===== src/rtl/uart_frame_pkg.sv =====
// Shared constants, state encoding and byte accessor for the UART frame unpacker.
package uart_frame_pkg;

   localparam int unsigned FRAME_BYTES = 108;
   localparam logic [7:0]  SYNC_BYTE   = 8'hA5;
   localparam int unsigned IDX_W       = $clog2(FRAME_BYTES);
   localparam int unsigned FRAME_W     = FRAME_BYTES * 8;

   // Index value once every frame byte has been folded into the checksum
   localparam logic [IDX_W-1:0] IDX_END  = IDX_W'(FRAME_BYTES);
   // Index of the final payload byte; the trailer after it is never streamed
   localparam logic [IDX_W-1:0] IDX_LAST = IDX_W'(FRAME_BYTES - 2);

   typedef enum logic [1:0] {
      IDLE,
      CHECK,
      VERIFY,
      STREAM
   } unpack_state_t;

   // Byte 0 (first received) sits in the MSBs of the frame vector
   function automatic logic [7:0] byte_at(input logic [FRAME_W-1:0] frame,
                                          input logic [IDX_W-1:0]   k);
      return frame[FRAME_W - 8 - 8 * 32'(k) +: 8];
   endfunction

endpackage


===== src/rtl/flex_counter.sv =====
// Generic up-counter with synchronous clear and rollover to 1 after rollover_val.
module flex_counter #(
   parameter int unsigned NUM_CNT_BITS = 4
) (
   input  logic                    clk,
   input  logic                    n_rst,
   input  logic                    i_clear,
   input  logic                    i_count_enable,
   input  logic [NUM_CNT_BITS-1:0] i_rollover_val,
   output logic [NUM_CNT_BITS-1:0] o_count
);

   logic [NUM_CNT_BITS-1:0] r_count;
   logic [NUM_CNT_BITS-1:0] w_count_next;

   // Next count: clear wins, otherwise increment with rollover back to 1
   always_comb begin
      w_count_next = r_count;
      if (i_clear) begin
         w_count_next = '0;
      end else if (i_count_enable) begin
         if (r_count == i_rollover_val) begin
            w_count_next = NUM_CNT_BITS'(1);
         end else begin
            w_count_next = r_count + NUM_CNT_BITS'(1);
         end
      end
   end

   // Count register
   always_ff @(posedge clk or negedge n_rst) begin
      if (!n_rst) begin
         r_count <= '0;
      end else begin
         r_count <= w_count_next;
      end
   end

   assign o_count = r_count;

endmodule


===== src/rtl/uart_frame_unpacker.sv =====
// Captures a received UART frame, validates it and streams its payload bytes
// over a valid/ready interface.
// Build option: define UART_UNPACK_CHECKSUM_EN to add the full XOR checksum pass
// (CHECK state); without it a single VERIFY cycle tests only the sync byte.
module uart_frame_unpacker
   import uart_frame_pkg::*;
(
   input  logic               clk,
   input  logic               n_rst,
   input  logic [FRAME_W-1:0] rx_data,
   input  logic               data_ready,
   output logic [7:0]         out_data,
   output logic               out_valid,
   input  logic               out_ready,
   output logic               out_last,
   output logic               frame_error,
   output logic               overrun,
   output logic               busy
);

   unpack_state_t      r_state, w_state_next;
   logic [FRAME_W-1:0] r_frame;
   logic [IDX_W-1:0]   w_idx;
   logic [IDX_W-1:0]   w_idx_inc;
   logic               w_cnt_clear;
   logic               w_cnt_en;
   logic               w_sync_ok;

   logic [7:0]         r_out_data, w_out_data_next;
   logic               r_out_valid, w_out_valid_next;
   logic               r_out_last, w_out_last_next;
   logic               r_frame_error, w_frame_error_next;
   logic               r_overrun;

`ifdef UART_UNPACK_CHECKSUM_EN
   logic [7:0]         r_acc, w_acc_next;
`endif

   // Rollover at IDX_END lets the post-check increment land the index on byte 1
   flex_counter #(
      .NUM_CNT_BITS (IDX_W)
   ) u_idx_cnt (
      .clk            (clk),
      .n_rst          (n_rst),
      .i_clear        (w_cnt_clear),
      .i_count_enable (w_cnt_en),
      .i_rollover_val (IDX_END),
      .o_count        (w_idx)
   );

   assign w_idx_inc = w_idx + IDX_W'(1);
   assign w_sync_ok = (byte_at(r_frame, '0) == SYNC_BYTE);

   // Next-state, index control and registered-output next values
   always_comb begin
      w_state_next       = r_state;
      w_cnt_clear        = 1'b0;
      w_cnt_en           = 1'b0;
      w_out_data_next    = r_out_data;
      w_out_valid_next   = r_out_valid;
      w_out_last_next    = r_out_last;
      w_frame_error_next = 1'b0;
`ifdef UART_UNPACK_CHECKSUM_EN
      w_acc_next         = r_acc;
`endif

      case (r_state)
         IDLE: begin
            if (data_ready) begin
               w_cnt_clear  = 1'b1;
`ifdef UART_UNPACK_CHECKSUM_EN
               w_acc_next   = '0;
               w_state_next = CHECK;
`else
               w_state_next = VERIFY;
`endif
            end
         end

`ifdef UART_UNPACK_CHECKSUM_EN
         CHECK: begin
            if (w_idx == IDX_END) begin
               // All bytes folded in; a good frame XORs to zero including the trailer
               if (w_sync_ok && (r_acc == 8'h00)) begin
                  w_cnt_en     = 1'b1;
                  w_state_next = STREAM;
               end else begin
                  w_frame_error_next = 1'b1;
                  w_state_next       = IDLE;
               end
            end else begin
               w_acc_next = r_acc ^ byte_at(r_frame, w_idx);
               w_cnt_en   = 1'b1;
            end
         end
`else
         VERIFY: begin
            if (w_sync_ok) begin
               w_cnt_en     = 1'b1;
               w_state_next = STREAM;
            end else begin
               w_frame_error_next = 1'b1;
               w_state_next       = IDLE;
            end
         end
`endif

         STREAM: begin
            if (!r_out_valid) begin
               // First cycle in STREAM: present byte 1
               w_out_data_next  = byte_at(r_frame, w_idx);
               w_out_valid_next = 1'b1;
               w_out_last_next  = (w_idx == IDX_LAST);
            end else if (out_ready) begin
               if (r_out_last) begin
                  w_out_data_next  = '0;
                  w_out_valid_next = 1'b0;
                  w_out_last_next  = 1'b0;
                  w_state_next     = IDLE;
               end else begin
                  w_cnt_en         = 1'b1;
                  w_out_data_next  = byte_at(r_frame, w_idx_inc);
                  w_out_last_next  = (w_idx_inc == IDX_LAST);
               end
            end
         end

         default: begin
            w_state_next = IDLE;
         end
      endcase
   end

   // State and registered outputs; overrun flags any frame offered while busy
   always_ff @(posedge clk or negedge n_rst) begin
      if (!n_rst) begin
         r_state       <= IDLE;
         r_out_data    <= '0;
         r_out_valid   <= 1'b0;
         r_out_last    <= 1'b0;
         r_frame_error <= 1'b0;
         r_overrun     <= 1'b0;
      end else begin
         r_state       <= w_state_next;
         r_out_data    <= w_out_data_next;
         r_out_valid   <= w_out_valid_next;
         r_out_last    <= w_out_last_next;
         r_frame_error <= w_frame_error_next;
         r_overrun     <= data_ready && (r_state != IDLE);
      end
   end

   // Frame capture, only accepted while idle
   always_ff @(posedge clk or negedge n_rst) begin
      if (!n_rst) begin
         r_frame <= '0;
      end else if ((r_state == IDLE) && data_ready) begin
         r_frame <= rx_data;
      end
   end

`ifdef UART_UNPACK_CHECKSUM_EN
   // Running XOR of frame bytes
   always_ff @(posedge clk or negedge n_rst) begin
      if (!n_rst) begin
         r_acc <= '0;
      end else begin
         r_acc <= w_acc_next;
      end
   end
`endif

   assign out_data    = r_out_data;
   assign out_valid   = r_out_valid;
   assign out_last    = r_out_last;
   assign frame_error = r_frame_error;
   assign overrun     = r_overrun;
   assign busy        = (r_state != IDLE);

endmodule

===== config.mk =====
export PLATFORM = sky130hd
export DESIGN_NAME = uart_frame_unpacker
export DESIGN_NICKNAME = d
export VERILOG_FILES = /design/src/rtl/uart_frame_pkg.sv /design/src/rtl/flex_counter.sv /design/src/rtl/uart_frame_unpacker.sv
export SDC_FILE = /design/constraint.sdc
export NUM_CORES = 2
export LEC_CHECK = 0
export CAP_MARGIN = 20
export CORE_MARGIN = 2
export CORE_UTILIZATION = 35
export CTS_BUF_LIST = sky130_fd_sc_hd__clkbuf_4 sky130_fd_sc_hd__clkbuf_8
export DETAILED_ROUTE_END_ITERATION = 10
export PLACE_DENSITY = 0.6
export SLEW_MARGIN = 10
export SYNTH_ARGS = -nofsm -noshare
export SYNTH_HDL_FRONTEND = slang
export SYNTH_SLANG_ARGS = --single-unit

===== constraint.sdc =====
create_clock -name clk -period 7 [get_ports clk]
set_input_delay 1.4 -clock clk [delete_from_list [all_inputs] [get_ports clk]]
set_output_delay 1.4 -clock clk [all_outputs]
set_load 0.03 [all_outputs]

======== Word-level counts from Yosys, hierarchy flattened ========
Index checks and enable logic that the tools add are counted.
operators by class
  shift-type cells ........................ 2
  div/mod/pow operators ................... 0
  $add $sub $neg .......................... 3
  equal/unequal tests ..................... 11
  mux-type cells .......................... 26
  reductions and logical operators ........ 7
  $mul .................................... 0
  bitwise gates (word level) .............. 0
  $lt $le $gt $ge ......................... 0
operators by type and width
  kind                      count
  $shiftx A864 B33 Y8       2
  $mux W8                   3
  $sub A10 B10 Y11 const A  2
  $eq A7 B7 Y1 const B      3
  $mux W7                   3
  $mux W1                   13
  $mux W2                   5
  $ne A2 B2 Y1 const B      5
  $eq A8 B8 Y1 const B      1
  $add A7 B1 Y7 const B     1
  $pmux W2 S3               1
  $eq A2 B2 Y1 const B      2
  $reduce_and A4 Y1         1
  $reduce_bool A2 Y1        2
  $logic_and A1 B1 Y1       2
  $logic_not A2 Y1          1
  $pmux W1 S2               1
  $reduce_and A2 Y1         1
word-level totals
  memories ................................ 0
  ROM bits ................................ 0
  register bits after elaboration ......... 885
  latch bits .............................. 0
  bits in writable memories ............... 0

======== Longest topological paths before layout ========
  depth after elaboration ................. 6
  gate-level depth with buffers ........... 17
  gate-level depth less buffers ........... 10

======== Cells and area by module ========
A second synthesis with hierarchy kept.
unflattened totals
  cell total of the unflattened synthesis .. 2989
  area total of the unflattened synthesis .. 47085.2 µm²
modules (own cells, without submodules)
  module               cells an instance  area an instance (µm²)  times used
  uart_frame_unpacker  2946               46634.7                 1
  flex_counter         43                 450.4                   1

======== Worst setup path after synthesis ========
No wires, ideal clock.
  kind .................................... register to register
  start point ............................. reg u_idx_cnt.r_count[1] (netlist: u_idx_cnt.o_count[1])
  end point ............................... reg r_out_data[5] (netlist: out_data[5])
  data arrival time ....................... 3.670 ns
  path slack .............................. 3.204 ns
  path buffers ............................ 6
  setup time .............................. 0.126 ns
  stages on the path, launching flop included .. 13
  required time ........................... 6.874 ns
  cells stage by stage .................... dfrtp_1 buf_4 buf_2 buf_2 buf_2 inv_1 ha_1 buf_6 buf_2 mux4_2 mux4_2 a211o_1 a311o_1
on the way
  word-level cells in the longest chain between the ends .. 6
  elaborated cells between the ends (all ways) .. 8
  those cells by class .................... add/sub: 3; shift: 2; mux: 3
RTL lines
  item                      line                        text
  start: declaration        flex_counter.sv:13          logic [NUM_CNT_BITS-1:0] r_count;
  start signal: assignment  flex_counter.sv:35          r_count <= w_count_next;
  $add A7 B1 Y7             uart_frame_unpacker.sv:51   assign w_idx_inc = w_idx + IDX_W'(1);
  $sub A10 B10 Y11          uart_frame_pkg.sv:24        return frame[FRAME_W - 8 - 8 * 32'(k) +: 8];
  $shiftx A864 B33 Y8       uart_frame_pkg.sv:24
  $mux W8                   uart_frame_unpacker.sv:115  if (r_out_last) begin
  $mux W8                   uart_frame_unpacker.sv:114  end else if (out_ready) begin
  $mux W8 (*)               uart_frame_unpacker.sv:109  if (!r_out_valid) begin
  end signal: assignment    uart_frame_unpacker.sv:145  r_out_data <= w_out_data_next;
  end: declaration          uart_frame_unpacker.sv:29   logic [7:0] r_out_data, w_out_data_next;
Every way passes the cells marked *; elsewhere a longest branch is shown, timed or not. The select of a mux whose other input is x is not followed.
A chain may end at the register's enable or synchronous reset.

======== Final worst setup path ========
  start point ............................. reg u_idx_cnt.r_count[0] (netlist: u_idx_cnt.o_count[0])
  end point ............................... reg r_out_data[1] (netlist: out_data[1])
Same word-level chain as after synthesis.

==> results_dict.tcl <==
set metrics [dict create \
    status "complete, no violations" \
    ys_top_cells_by_count "885 x dfrtp_1, 866 x mux2_2, 483 x mux4_2" \
    synth_nets 3782 \
    synthCells 2906 \
    initial_core_util_pct 35.2 \
    path_class "register to register" \
    fin_nets 4643 \
    grt_usage_pct 26.5 \
    critPathMaxFanout 33 \
    die-area_sq_um 137000 \
    vias 32565 \
    dpl_cell_area_sq_um 57500 \
    synth_most_common_cell "dfrtp_1" \
    grt_pass1_wl_mm 255 \
    clock_latency_ns 0.92 \
    chipWidth_um 371 \
    ioPinCount 881 \
    cts_hold_buffers 0 \
    synth_area_leaders "dfrtp_1 47%, mux4_2 23%, mux2_2 21%" \
    drc 0 \
    cp-start-kind "register" \
    layout-drive-gt1-share_pct 44.4 \
    h-tree-depth 4 \
    fp-row-count 134 \
    grt_overflow_total 0 \
    yosys.area.top_type_share_pct 47.1 \
    post_cts_resized 0 \
    fin_hold_ws_ns 0.522 \
    hp-class "register to register" \
    drtPass1Iterations 5 \
    synth.yosys.seq_area_share_pct 47.1 \
    cp.arrival_ns 5.69 \
    die_y_um 371 \
    clk_path_buf_depth 3 \
    io_buffer_count 880 \
    met3_usage_pct 6.88 \
    clock_sinks 885 \
    postRouteAntennaNets 0 \
    required_ns 7.79 \
    post_cts_buffers 0 \
    finalSetupTns_ns 0 \
    yosys.area.top_type "dfrtp_1" \
    synth_area_sq_um 47000 \
    synth_ff_type "dfrtp_1" \
    ys_ff_latch 885 \
    top_usage_layer "met2" \
    fin_skew_ns 0.0433 \
    period_share_pct 70.0 \
    synth_edf_count 0 \
    drv_cap 0 \
    nFillCells 11995 \
    core_sq_um 133000 \
    wl_per_cell_um 32.5 \
    ys_types 66 \
    numCtsBuffers 165 \
    final_max_slew_viol_count 0 \
    place.gp.congestion 0.858 \
    syn_area_per_cell_sq_um 16.2 \
    area_growth_pct 30.0 \
    power_density_nw_per_um2 342 \
    cts-root-buf "clkbuf_8" \
    setup_viol 0 \
    dp_hpwl_mm 138 \
    async_flop_share_pct 100 \
    fin_crit_ns 4.90 \
    drtIter0Drc 2471 \
    leakage_uw 0.0232 \
    antenna_found_initial 58 \
    synth_warnings 0 \
    peakVddDrop_mv 0.263 \
    cts_tree "done" \
    worst-r2r-setup-slack_ns 2.10 \
    design_area_sq_um 61100 \
    cts.clk_slew.worst_paths_ns 0.06 \
    fmax_ghz 0.204 \
    wirelength_mm 184 \
    rsz0062_at_grt "false" \
    grtUsageMet2_pct 42.4 \
    hold_viol 0 \
    tightest_slew_ns 1.15 \
    end_kind "register" \
    grt_max_degree 164 \
    relSlewSlack_pct 23.7 \
    grt_pass1_vias 33377 \
    via_per_inst 5.74 \
    met1_usage_pct 34.8 \
]
where the power goes:
| part | internal [uW] | switching (uW) | leakage (uW) | total, uW |
|---|---|---|---|---|
| Combinational | 4410 | 4300 | 0.0111 | 8710 |
| Clock | 3070 | 2380 | 0.00185 | 5440 |
| Sequential | 5930 | 799 | 0.0103 | 6730 |
| Total | 13400 | 7480 | 0.0232 | 20900 |
flip-flops by register name (all words and copies together), names as in the netlist:
signal,flops
r_frame,864
out_data,8
u_idx_cnt.o_count,7
r_state,2
frame_error,1
out_last,1
out_valid,1
overrun,1
stage by stage:
step	worst slack, ns	total power, uW	utilization (%)	std cells
final	2.10	20900	45.8	5675
after global routing	1.89	21800	45.8	5666
after CTS	1.99	21100	45.7	5648
after detailed placement	1.98	15600	43.1	5367
after global placement	2.10	15500	43.1	5366
after floorplan	3.20	12200	-	2906
cell usage in the layout (no fill, tap or decap), types with 12 or more instances in the layout:
| cell type | netlist | routed |
|---|---|---|
| a211oi_1 | 19 | 19 |
| a21oi_1 | 28 | 28 |
| a221oi_1 | 15 | 15 |
| a22o_1 | 17 | 17 |
| a22oi_1 | 34 | 34 |
| buf_12 | 0 | 18 |
| buf_4 | 36 | 39 |
| clkbuf_4 | 1 | 42 |
| clkbuf_8 | 0 | 200 |
| clkdlybuf4s50_1 | 0 | 879 |
| clkinv_2 | 0 | 16 |
| dfrtp_1 | 885 | 882 |
| diode_2 | 0 | 26 |
| mux2_2 | 866 | 866 |
| mux2i_1 | 39 | 39 |
| mux4_2 | 483 | 483 |
| nand2_1 | 56 | 56 |
| nand3_1 | 20 | 20 |
| nor2_1 | 17 | 13 |
| nor3_1 | 15 | 15 |
| o21ai_0 | 12 | 12 |
| o22ai_1 | 19 | 19 |
layout make-up:
| class | count | area [sq um] | area share, % |
|---|---|---|---|
| Timing Repair Buffer | 939 | 9490 | 15.5 |
| Inverter | 12 | 45.0 | 0.0737 |
| Clock inverter | 39 | 447 | 0.731 |
| Multi-Input combinational cell | 1764 | 23600 | 38.7 |
| Sequential cell | 885 | 22200 | 36.3 |
| Tap cell | 1768 | 2210 | 3.62 |
| Antenna cell | 26 | 65.1 | 0.106 |
| Clock buffer | 242 | 3070 | 5.02 |
per-layer routing:
layer,up-vias,part of all wire (%)
li1,13297,-
met1,17501,40
met2,1443,48
met3,302,7.9
met4,22,3.6
met5,-,0.077
path summary, 6_finish.rpt:
kind | startpoint | to | cells after the start
setup / recovery | u_idx_cnt.o_count[0] | out_data[1] | 9
hold / removal | r_frame[236] | r_frame[236] | 1
setup reg to reg | u_idx_cnt.o_count[0] | out_data[1] | 9
hold reg to reg | r_frame[236] | r_frame[236] | 1
max in group asynchronous | n_rst | r_frame[785] | 2
min in group asynchronous | n_rst | r_frame[475] | 1
worst max-delay path, stage by stage, from the launching register on:
cell and delay, ns:
dfrtp_4 0.75, ha_1 0.46, xor2_4 0.19, inv_2 0.20
ha_4 0.74, and2_2 0.91, a221oi_1 0.38, mux2i_1 0.51
a211oi_1 0.22, o41ai_1 0.37
cell families (layout without fill, tap and decap cells):
family / Yosys count / count (layout) / share of synthesized area (%)
buffers and inverters: 257 / 1232 / 2.96
flip-flops: 885 / 885 / 47.1
adder cells (fa/ha/maj): 8 / 8 / 0.213
other: 0 / 26 / 0
AO/OA/AOI/OAI: 192 / 192 / 2.99
AND/OR/NAND/NOR: 162 / 162 / 1.73
multiplexers: 1388 / 1388 / 44.7
XOR/XNOR: 14 / 14 / 0.293
Note: power is estimated with default switching activity, not from simulation.
